## config.mk

```make
export PLATFORM = sky130hd
export DESIGN_NAME = bfloat16_div_seq
export DESIGN_NICKNAME = d
export VERILOG_FILES = /design/src/rtl/bf16_pkg.sv /design/src/rtl/bf16_mant_div_step.sv /design/src/rtl/bfloat16_div_seq.sv
export SDC_FILE = /design/constraint.sdc
export NUM_CORES = 1
export LEC_CHECK = 0
export ABC_AREA = 1
export BUFFER_PORTS_ARGS = -buffer_cell sky130_fd_sc_hd__buf_2
export CAP_MARGIN = 20
export CORE_MARGIN = 8
export CORE_UTILIZATION = 50
export CTS_CLUSTER_SIZE = 24
export DETAILED_ROUTE_END_ITERATION = 7
export PLACE_DENSITY = 0.71
export SKIP_CTS_REPAIR_TIMING = 1
export SKIP_LAST_GASP = 1
export SLEW_MARGIN = 5
export SYNTH_ARGS = -nofsm -noshare
export SYNTH_HDL_FRONTEND = slang
export SYNTH_SLANG_ARGS = --single-unit
```

## constraint.sdc

```tcl
create_clock -name clk -period 3.1 [get_ports clk]
set_input_delay 0.62 -clock clk [delete_from_list [all_inputs] [get_ports clk]]
set_output_delay 0.62 -clock clk [all_outputs]
set_load 0.005 [all_outputs]
```

## src/rtl/bf16_pkg.sv

```systemverilog
// bf16_pkg: bfloat16 types, constants and operand classification shared by the
// bfloat16 multiplier and divider.
package bf16_pkg;

    typedef struct packed {
        logic       sign;
        logic [7:0] exp;
        logic [6:0] frac;
    } bf16_t;

    typedef enum logic [1:0] {CLS_ZERO, CLS_INF, CLS_NORMAL} bf16_cls_e;

    typedef enum logic [1:0] {IDLE, DIV, NORM, DONE} div_state_e;

    localparam int          BF16_BIAS    = 127;
    localparam logic [15:0] BF16_QNAN    = 16'hFFFF;
    localparam logic [7:0]  BF16_EXP_MAX = 8'hFF;

    // Exponent 0 flushes to zero and exponent 0xFF is Inf whatever the mantissa.
    function automatic bf16_cls_e bf16_classify(input bf16_t x);
        return x.exp == 8'h00 ? CLS_ZERO : x.exp == BF16_EXP_MAX ? CLS_INF : CLS_NORMAL;
    endfunction

endpackage

```

## src/rtl/bf16_mant_div_step.sv

```systemverilog
// bf16_mant_div_step: one restoring-division step producing a quotient bit and the
// shifted partial remainder.
module bf16_mant_div_step (
    input  logic [8:0] rem_i,
    input  logic [7:0] div_i,
    output logic       q_o,
    output logic [8:0] rem_o
);

    logic [7:0] diff;

    // The reduced remainder is always below the divisor, so it fits in 8 bits.
    always_comb begin
        q_o   = rem_i >= {1'b0, div_i};
        diff  = q_o ? 8'(rem_i - {1'b0, div_i}) : rem_i[7:0];
        rem_o = {diff, 1'b0};
    end

endmodule

```

## src/rtl/bfloat16_div_seq.sv

```systemverilog
// bfloat16_div_seq: sequential bfloat16 divider, one quotient bit per cycle, truncating.
// Define BF16_DIV_RNE_EN for an extra guard-bit cycle and round-to-nearest-even.
module bfloat16_div_seq
    import bf16_pkg::*;
(
    input  logic        clk,
    input  logic        rst_n,
    input  logic        in_valid,
    output logic        in_ready,
    input  logic [15:0] a,
    input  logic [15:0] b,
    output logic        out_valid,
    input  logic        out_ready,
    output logic [15:0] c,
    output logic [3:0]  flags
);

    localparam int QBITS = 9;
    localparam int BIAS  = BF16_BIAS;
`ifdef BF16_DIV_RNE_EN
    localparam int NCYC = QBITS + 1;
`else
    localparam int NCYC = QBITS;
`endif

    div_state_e        state_q, state_d;
    logic [8:0]        rem_q, rem_d, step_rem;
    logic [7:0]        div_q, div_d;
    logic [NCYC-1:0]   q_q, q_d;
    logic [3:0]        cnt_q, cnt_d;
    logic signed [9:0] e_q, e_d, en;
    logic              s_q, s_d, step_q, special, nv, rnd;
    logic [15:0]       c_q, c_d, spec_c, norm_c;
    logic [3:0]        flags_q, flags_d, spec_f, norm_f;
    logic [8:0]        qm;
    logic [7:0]        frac_r;
    bf16_cls_e         ca, cb;

    bf16_mant_div_step u_step (
        .rem_i (rem_q),
        .div_i (div_q),
        .q_o   (step_q),
        .rem_o (step_rem)
    );

    always_ff @(posedge clk or negedge rst_n) begin
        if (!rst_n) begin
            state_q <= IDLE;
            rem_q   <= '0;
            div_q   <= '0;
            q_q     <= '0;
            cnt_q   <= '0;
            e_q     <= '0;
            s_q     <= 1'b0;
            c_q     <= '0;
            flags_q <= '0;
        end else begin
            state_q <= state_d;
            rem_q   <= rem_d;
            div_q   <= div_d;
            q_q     <= q_d;
            cnt_q   <= cnt_d;
            e_q     <= e_d;
            s_q     <= s_d;
            c_q     <= c_d;
            flags_q <= flags_d;
        end
    end

    always_comb begin
        ca      = bf16_classify(bf16_t'(a));
        cb      = bf16_classify(bf16_t'(b));
        special = ca != CLS_NORMAL || cb != CLS_NORMAL;
        nv      = (ca == CLS_ZERO && cb == CLS_ZERO) || (ca == CLS_INF && cb == CLS_INF);
        spec_c  = nv ? BF16_QNAN
                : (cb == CLS_ZERO || ca == CLS_INF) ? {a[15] ^ b[15], BF16_EXP_MAX, 7'h0}
                : 16'h0000;
        spec_f  = {nv, !nv && cb == CLS_ZERO, 2'b00};
    end

    // Normalise the quotient; with rounding, the guard bit sits one below the kept frac.
    always_comb begin
`ifdef BF16_DIV_RNE_EN
        qm  = q_q[9:1];
        rnd = (qm[8] ? qm[0] : q_q[0])
            & ((qm[8] & q_q[0]) | (rem_q != 9'd0) | (qm[8] ? qm[1] : qm[0]));
`else
        qm  = q_q;
        rnd = 1'b0;
`endif
        frac_r = {1'b0, qm[8] ? qm[7:1] : qm[6:0]} + {7'd0, rnd};
        en     = e_q - {9'd0, ~qm[8]} + {9'd0, frac_r[7]};
        norm_c = en >= 10'sd255 ? {s_q, BF16_EXP_MAX, 7'h0}
               : en <= 10'sd0   ? 16'h0000
               : {s_q, en[7:0], frac_r[6:0]};
        norm_f = {2'b00, en >= 10'sd255, en <= 10'sd0};
    end

    always_comb begin
        state_d = state_q;
        case (state_q)
            IDLE:    if (in_valid) state_d = special ? DONE : DIV;
            DIV:     if (cnt_q == 4'(NCYC - 1)) state_d = NORM;
            NORM:    state_d = DONE;
            DONE:    if (out_ready) state_d = IDLE;
            default: state_d = IDLE;
        endcase
    end

    always_comb begin
        rem_d   = rem_q;
        div_d   = div_q;
        q_d     = q_q;
        cnt_d   = cnt_q;
        e_d     = e_q;
        s_d     = s_q;
        c_d     = c_q;
        flags_d = flags_q;
        case (state_q)
            IDLE: if (in_valid) begin
                s_d     = a[15] ^ b[15];
                e_d     = 10'({2'b00, a[14:7]} - {2'b00, b[14:7]} + 10'(BIAS));
                rem_d   = {2'b01, a[6:0]};
                div_d   = {1'b1, b[6:0]};
                q_d     = '0;
                cnt_d   = '0;
                c_d     = special ? spec_c : c_q;
                flags_d = special ? spec_f : 4'b0000;
            end
            DIV: begin
                rem_d = step_rem;
                q_d   = {q_q[NCYC-2:0], step_q};
                cnt_d = cnt_q + 4'd1;
            end
            NORM: begin
                c_d     = norm_c;
                flags_d = norm_f;
            end
            default: ;
        endcase
    end

    always_comb begin
        in_ready  = state_q == IDLE;
        out_valid = state_q == DONE;
        c         = c_q;
        flags     = flags_q;
    end

endmodule

```

Yosys cells after proc, flatten, opt, wreduce, memory -nomap -nowiden
Index checks and enable logic that the tools add are counted.

Register bits after elaboration: 63.

Equal/unequal tests: 14. Bitwise gates (word level): 2. Magnitude comparators: 3. Reduce and logical (&&, ||, !) cells: 19. $add $sub $neg: 5. Multiplexer cells: 27.

Operator list (count): 2-to-1 mux 16 bit (6); case mux 9 bit (2 select lines) (2); case mux 16 bit (2 select lines) (1); 2-to-1 mux 9 bit (2); equality test 8 bit (second input constant) (2); zero test 8 bit (2); 2-to-1 mux 2 bit (8); case mux 4 bit (2 select lines) (2); 2-to-1 mux 4 bit (3); adder 9 x 8 -> 10 bit (second input constant) (1); >= comparator 10 x 9 -> 1 bit (second input constant) (1); less-or-equal comparator 10 x 1 -> 1 bit (second input constant) (1); subtractor 10 x 1 -> 10 bit (1); >= comparator 9 x 8 -> 1 bit (1); subtractor 8 x 8 -> 9 bit (1); 2-to-1 mux 8 bit (1); != test 2 bit (second input constant) (4); case mux 2 bit (4 select lines) (1); subtractor 8 bit (1); 2-to-1 mux 7 bit (1); equality test 2 x 1 -> 1 bit (second input constant) (3); zero test 2 bit (3); AND reduction 2 bit (3); AND reduction 3 bit (2); other kinds (10) (17).

Logic depth before layout (Yosys ltp)
Depth in word-level cells: 11. Mapped depth: 15. Mapped depth without buffers: 14.

Hierarchy
From an unflattened synthesis, not the netlist that was laid out.

Cells, all modules: 604. Area, all modules: 4388.0 um2.

By module, submodules not included: bfloat16_div_seq (times used 1, area each 3722.3 um2, cells each 493, seq. area each 1576.5 um2); bf16_mant_div_step (times used 1, area each 665.6 um2, cells each 111, seq. area each 0.0 um2).

Worst setup path before layout
No wires, ideal clock.

Kind: in2reg. Start: input a[7]. End: register e_q[7]. Buffers on the path: 0. Library setup time: 0.065 ns. Arrival time: 2.161 ns. Stages on the path: 13. Slack: 0.873 ns. Path through: inv_1 -> ha_1 -> inv_1 -> fa_1 -> xnor2_1 -> nand2_1 -> nor2_1 -> nand2_1 -> nor2_1 -> nand3_1 -> nand2_1 -> nand3_1 -> nand2_1.

Cells in the longest elaborated chain, start to end: 2.

Ends and longest elaborated chain: from (decl) (line bfloat16_div_seq.sv:10) `input logic [15:0] a,`; subtractor 8 x 8 -> 9 bit (line bfloat16_div_seq.sv:122) `e_d = 10'({2'b00, a[14:7]} - {2'b00, b[14:7]} + 10'(BIAS));`; adder 9 x 8 -> 10 bit (line bfloat16_div_seq.sv:122); to (signal assigned) (line bfloat16_div_seq.sv:53) `e_q <= '0;`; to (signal assigned) (line bfloat16_div_seq.sv:63) `e_q <= e_d;`; to (decl) (line bfloat16_div_seq.sv:31) `logic signed [9:0] e_q, e_d, en;`.

No other way between the ends. A chain may end at the register's enable or synchronous reset.

Worst setup path after layout
Start: register q_q[8]. End: register c_q[7] (netlist: c[7]).

Cells in the longest elaborated chain, start to end: 6. Elaborated cells on any way between the ends: 7. Those cells by class: add/sub (1); order compare (2); mux (3); bitwise (1).

Ends and longest elaborated chain: from (decl) (line bfloat16_div_seq.sv:29) `logic [NCYC-1:0] q_q, q_d;`; from (signal assigned) (line bfloat16_div_seq.sv:61) `q_q <= q_d;`; NOT 1 bit (*) (line bfloat16_div_seq.sv:92) `en = e_q - {9'd0, ~qm[8]} + {9'd0, frac_r[7]};`; subtractor 10 x 1 -> 10 bit (*) (line bfloat16_div_seq.sv:92); less-or-equal comparator 10 x 1 -> 1 bit (line bfloat16_div_seq.sv:94) `: en <= 10'sd0 ? 16'h0000`; 2-to-1 mux 16 bit (line bfloat16_div_seq.sv:94); 2-to-1 mux 16 bit (*) (line bfloat16_div_seq.sv:93) `norm_c = en >= 10'sd255 ? {s_q, BF16_EXP_MAX, 7'h0}`; case mux 16 bit (2 select lines) (*) (line bfloat16_div_seq.sv:119) `case (state_q)`; to (signal assigned) (line bfloat16_div_seq.sv:55) `c_q <= '0;`; to (signal assigned) (line bfloat16_div_seq.sv:65) `c_q <= c_d;`; to (decl) (line bfloat16_div_seq.sv:33) `logic [15:0] c_q, c_d, spec_c, norm_c;`.

Mark *: on every way between the ends. The rest lies on a longest branch, timed or not.

==> results.md <==
* Status: finished, final reports clean
* Max VDD drop at roughly 0.45 mV
* Iteration-0 DRC Markers at between 150 and 200
* Largest buffer count on any clock path at 2
* Startpoint types: flop
* Synth top area share at about two fifths
* Clock latency on the worst-skew pair at roughly 340 ps
* N_diodes at 0
* Drt total wl at 9600 um
* Minimum period implied by the final worst setup slack at ~2400 ps
* Cell row count at 33
* Fin Setup TNS at 0 ps
* Most area-hungry cell type in the Yosys netlist: dfrtp_1
* Part of the cycle the worst path needs at 78.6%
* Root buf cell: clkbuf_8
* Seq/Total Area, Yosys at 38.1%
* PwrDens at between 1000 and 1500 mW/mm^2
* Least-Margin Pin Slew at 650 ps
* Fmax at 410 MHz
* I/O pin count at 58
* Largest cells by area after synthesis: dfrtp_1 (38%), nand2_1 (13%), ha_1 (7.6%), inv_1 (7.3%), nor2_1 (5.6%)
* Worst clock skew at 13.3 ps
* Met1 Track Usage GR at roughly a quarter
* GRT Total Usage at 17.9%
* Synth Warn # at 0
* Reg-to-reg startpoint: q_q[8]$_DFFE_PN0P_
* CP startpoint: q_q[8]$_DFFE_PN0P_
* DPL Wire Length at ~7600 um
* Post-synth EDFFs at 0
* Count of buffers from port buffering at between 50 and 60
* Clk sink count at 63
* Hold/Removal Path Class: input pin to asynchronous set/reset pin
* Final Wtd Congestion at 0.895
* Vias in the first global route at ~3800
* Final setup viols at 0
* DR vias at about 3800
* CTS buffer count at 9
* CTS tree: yes
* Crit end category: flop
* Most Crowded Layer GR: met2
* Clk slew on worst S/H paths at 80 ps
* Average cell area after synthesis at 7.29 sq um
* Max-cap check violation count at 0
* Max FO, Critical Path at 15
* Pin count of the biggest net entering global routing at 40
* DRC at 0
* Die area at approximately 0.011 sq mm
* First-pass GRT wire length at 17000 um
* Setup WS post-layout at around 660 ps
* Starting density of the core at between 50% and 60%
* Post-synth ARST share at 100%
* Count leader, synth: nand2_1
* Routed Antenna Nets at 0
* Distinct cells, synth at 34
* CP arrival at between 2000 and 3000 ps
* Post-DR wirelength/cell at 13.0 um
* Synthesized flop and latch total at 63
* Cells after synthesis at approximately 570
* Critical Path RT at 3360 ps
* Pre-CTS setup slack at about 530 ps
* Layout overhead on the synthesized area at 14.7%
* Synthesized cell area at between 0.004 and 0.005 sq mm
* Ys flop type: dfrtp_1
* First-pass detailed-route iteration total at 5
* Max_slew headroom at a little under three fifths
* Die width at around 110 um
* Die span in y at around 110 um
* Post-Syn Nets at 630
* Via density at between 5 and 6
* Final Max Tran Viols at 0
* RSZ-0062 raised after global routing: no
* Share of layout cells above drive strength 1 at approximately 15%
* Crit Path Category: flop to flop
* Met3 usage at under 10%
* Post-synth top cells: nand2_1 (146), inv_1 (80), dfrtp_1 (63), nor2_1 (62), o21ai_0 (42)
* Tot Pwr at 4.77 mW
* H-tree depth at 3
* Final hold viol count at 0
* Grt met2 use at roughly 28%
* GRT overflow at 0
* Fill count at around 800
* Initial antenna violation count at 0
* Area of the core at ~0.0081 sq mm
* Final #Nets at roughly 690
* Leakage Power at 2.43 nW
-- path summary, 6_finish.rpt --
kind                                         to  slack (ps)  cells past startpoint
min in group clk           div_q[7]$_DFFE_PN0P_         460                      2
setup / recovery               c[7]$_DFFE_PN0P_         660                     14
hold / removal                 c[3]$_DFFE_PN0P_          60                      1
max in group asynchronous    e_q[8]$_DFFE_PN0P_        2340                      2
setup reg to reg               c[7]$_DFFE_PN0P_         660                     14
hold reg to reg            div_q[7]$_DFFE_PN0P_         460                      2
-- cell families (layout without fill, tap and decap cells) --
group | Yosys count | count (layout) | share of synthesized area [%]
simple gates | 274 | 274 | 28.6
compound gates | 95 | 95 | 12.7
buf+inv | 93 | 161 | 8.66
flops | 63 | 63 | 38.1
fa+ha+maj | 27 | 27 | 8.54
xor+xnor | 15 | 15 | 3.36
-- report_power, final --
group | leakage, nW | switching [mW] | internal, mW
clock network | 0.0956 | 0.343 | 0.372
logic | 1.55 | 1.64 | 0.985
registers | 0.786 | 0.250 | 1.18
-- area by class of cell --
cell class	instances	area, sq um	share of cell area, %
timing repair buffer	63	330	6.97
tap	105	131	2.77
multi-input combinational	411	2200	46.4
inverter	82	308	6.49
sequential	63	1580	33.2
clock inverter	7	72.6	1.53
clock buffer	9	124	2.61
-- worst max-delay path, cell delays in order, from the launching register on --
cell and delay [ps]:
dfrtp_1 560, inv_1 120, ha_1 310, ha_1 330, inv_1 80, nand2_1 50, a21oi_1 110, nand2_1 60
nor2_1 90, nand3_1 140, nand2_2 140, nand2_2 100, nand2_1 70, nand2_1 50, a21oi_1 140
-- layout by cell type (no fill, tap or decap), types with 3 or more instances in the layout --
cell type | synthesis | final
ha_1 | 25 | 25
nor2_1 | 62 | 62
o21ai_0 | 42 | 41
xnor2_1 | 5 | 5
a31oi_1 | 3 | 3
a21oi_1 | 28 | 28
buf_4 | 2 | 6
xor2_1 | 9 | 9
nand2_1 | 146 | 146
nand4_1 | 13 | 13
dfrtp_1 | 63 | 63
o22ai_1 | 9 | 9
nor2_4 | 4 | 4
nand2_2 | 5 | 5
o21bai_1 | 6 | 6
inv_1 | 80 | 80
buf_2 | 1 | 57
nand3_1 | 34 | 34
clkbuf_8 | 0 | 9
-- routing by layer --
metal  up-vias  routed length (um)
li1       1954                   -
met1      1732                4810
met2        71                4280
met3        10                 388
met4         0                 122
met5         -                   0
-- through the flow --
step | std cells | hold WS [ps] | util [%] | area [sq um]
finish | 740 | 55.8 | 58.3 | 4740
global route | 740 | 46.3 | 58.3 | 4740
CTS | 740 | 45.6 | 58.3 | 4740
detailed placement | 724 | 424 | 55.9 | 4550
global placement | 724 | 423 | 55.9 | 4550
floorplan | 567 | 324 | - | 4130
-- flip-flops by register name, indices dropped and copies added, names as in the netlist --
name,flops
flags,4
q_q,9
s_q,1
c,16
div_q,8
rem_q,9
cnt_q,4
e_q,10
state_q,2
No activity file was read; power rests on OpenSTA's default activity.
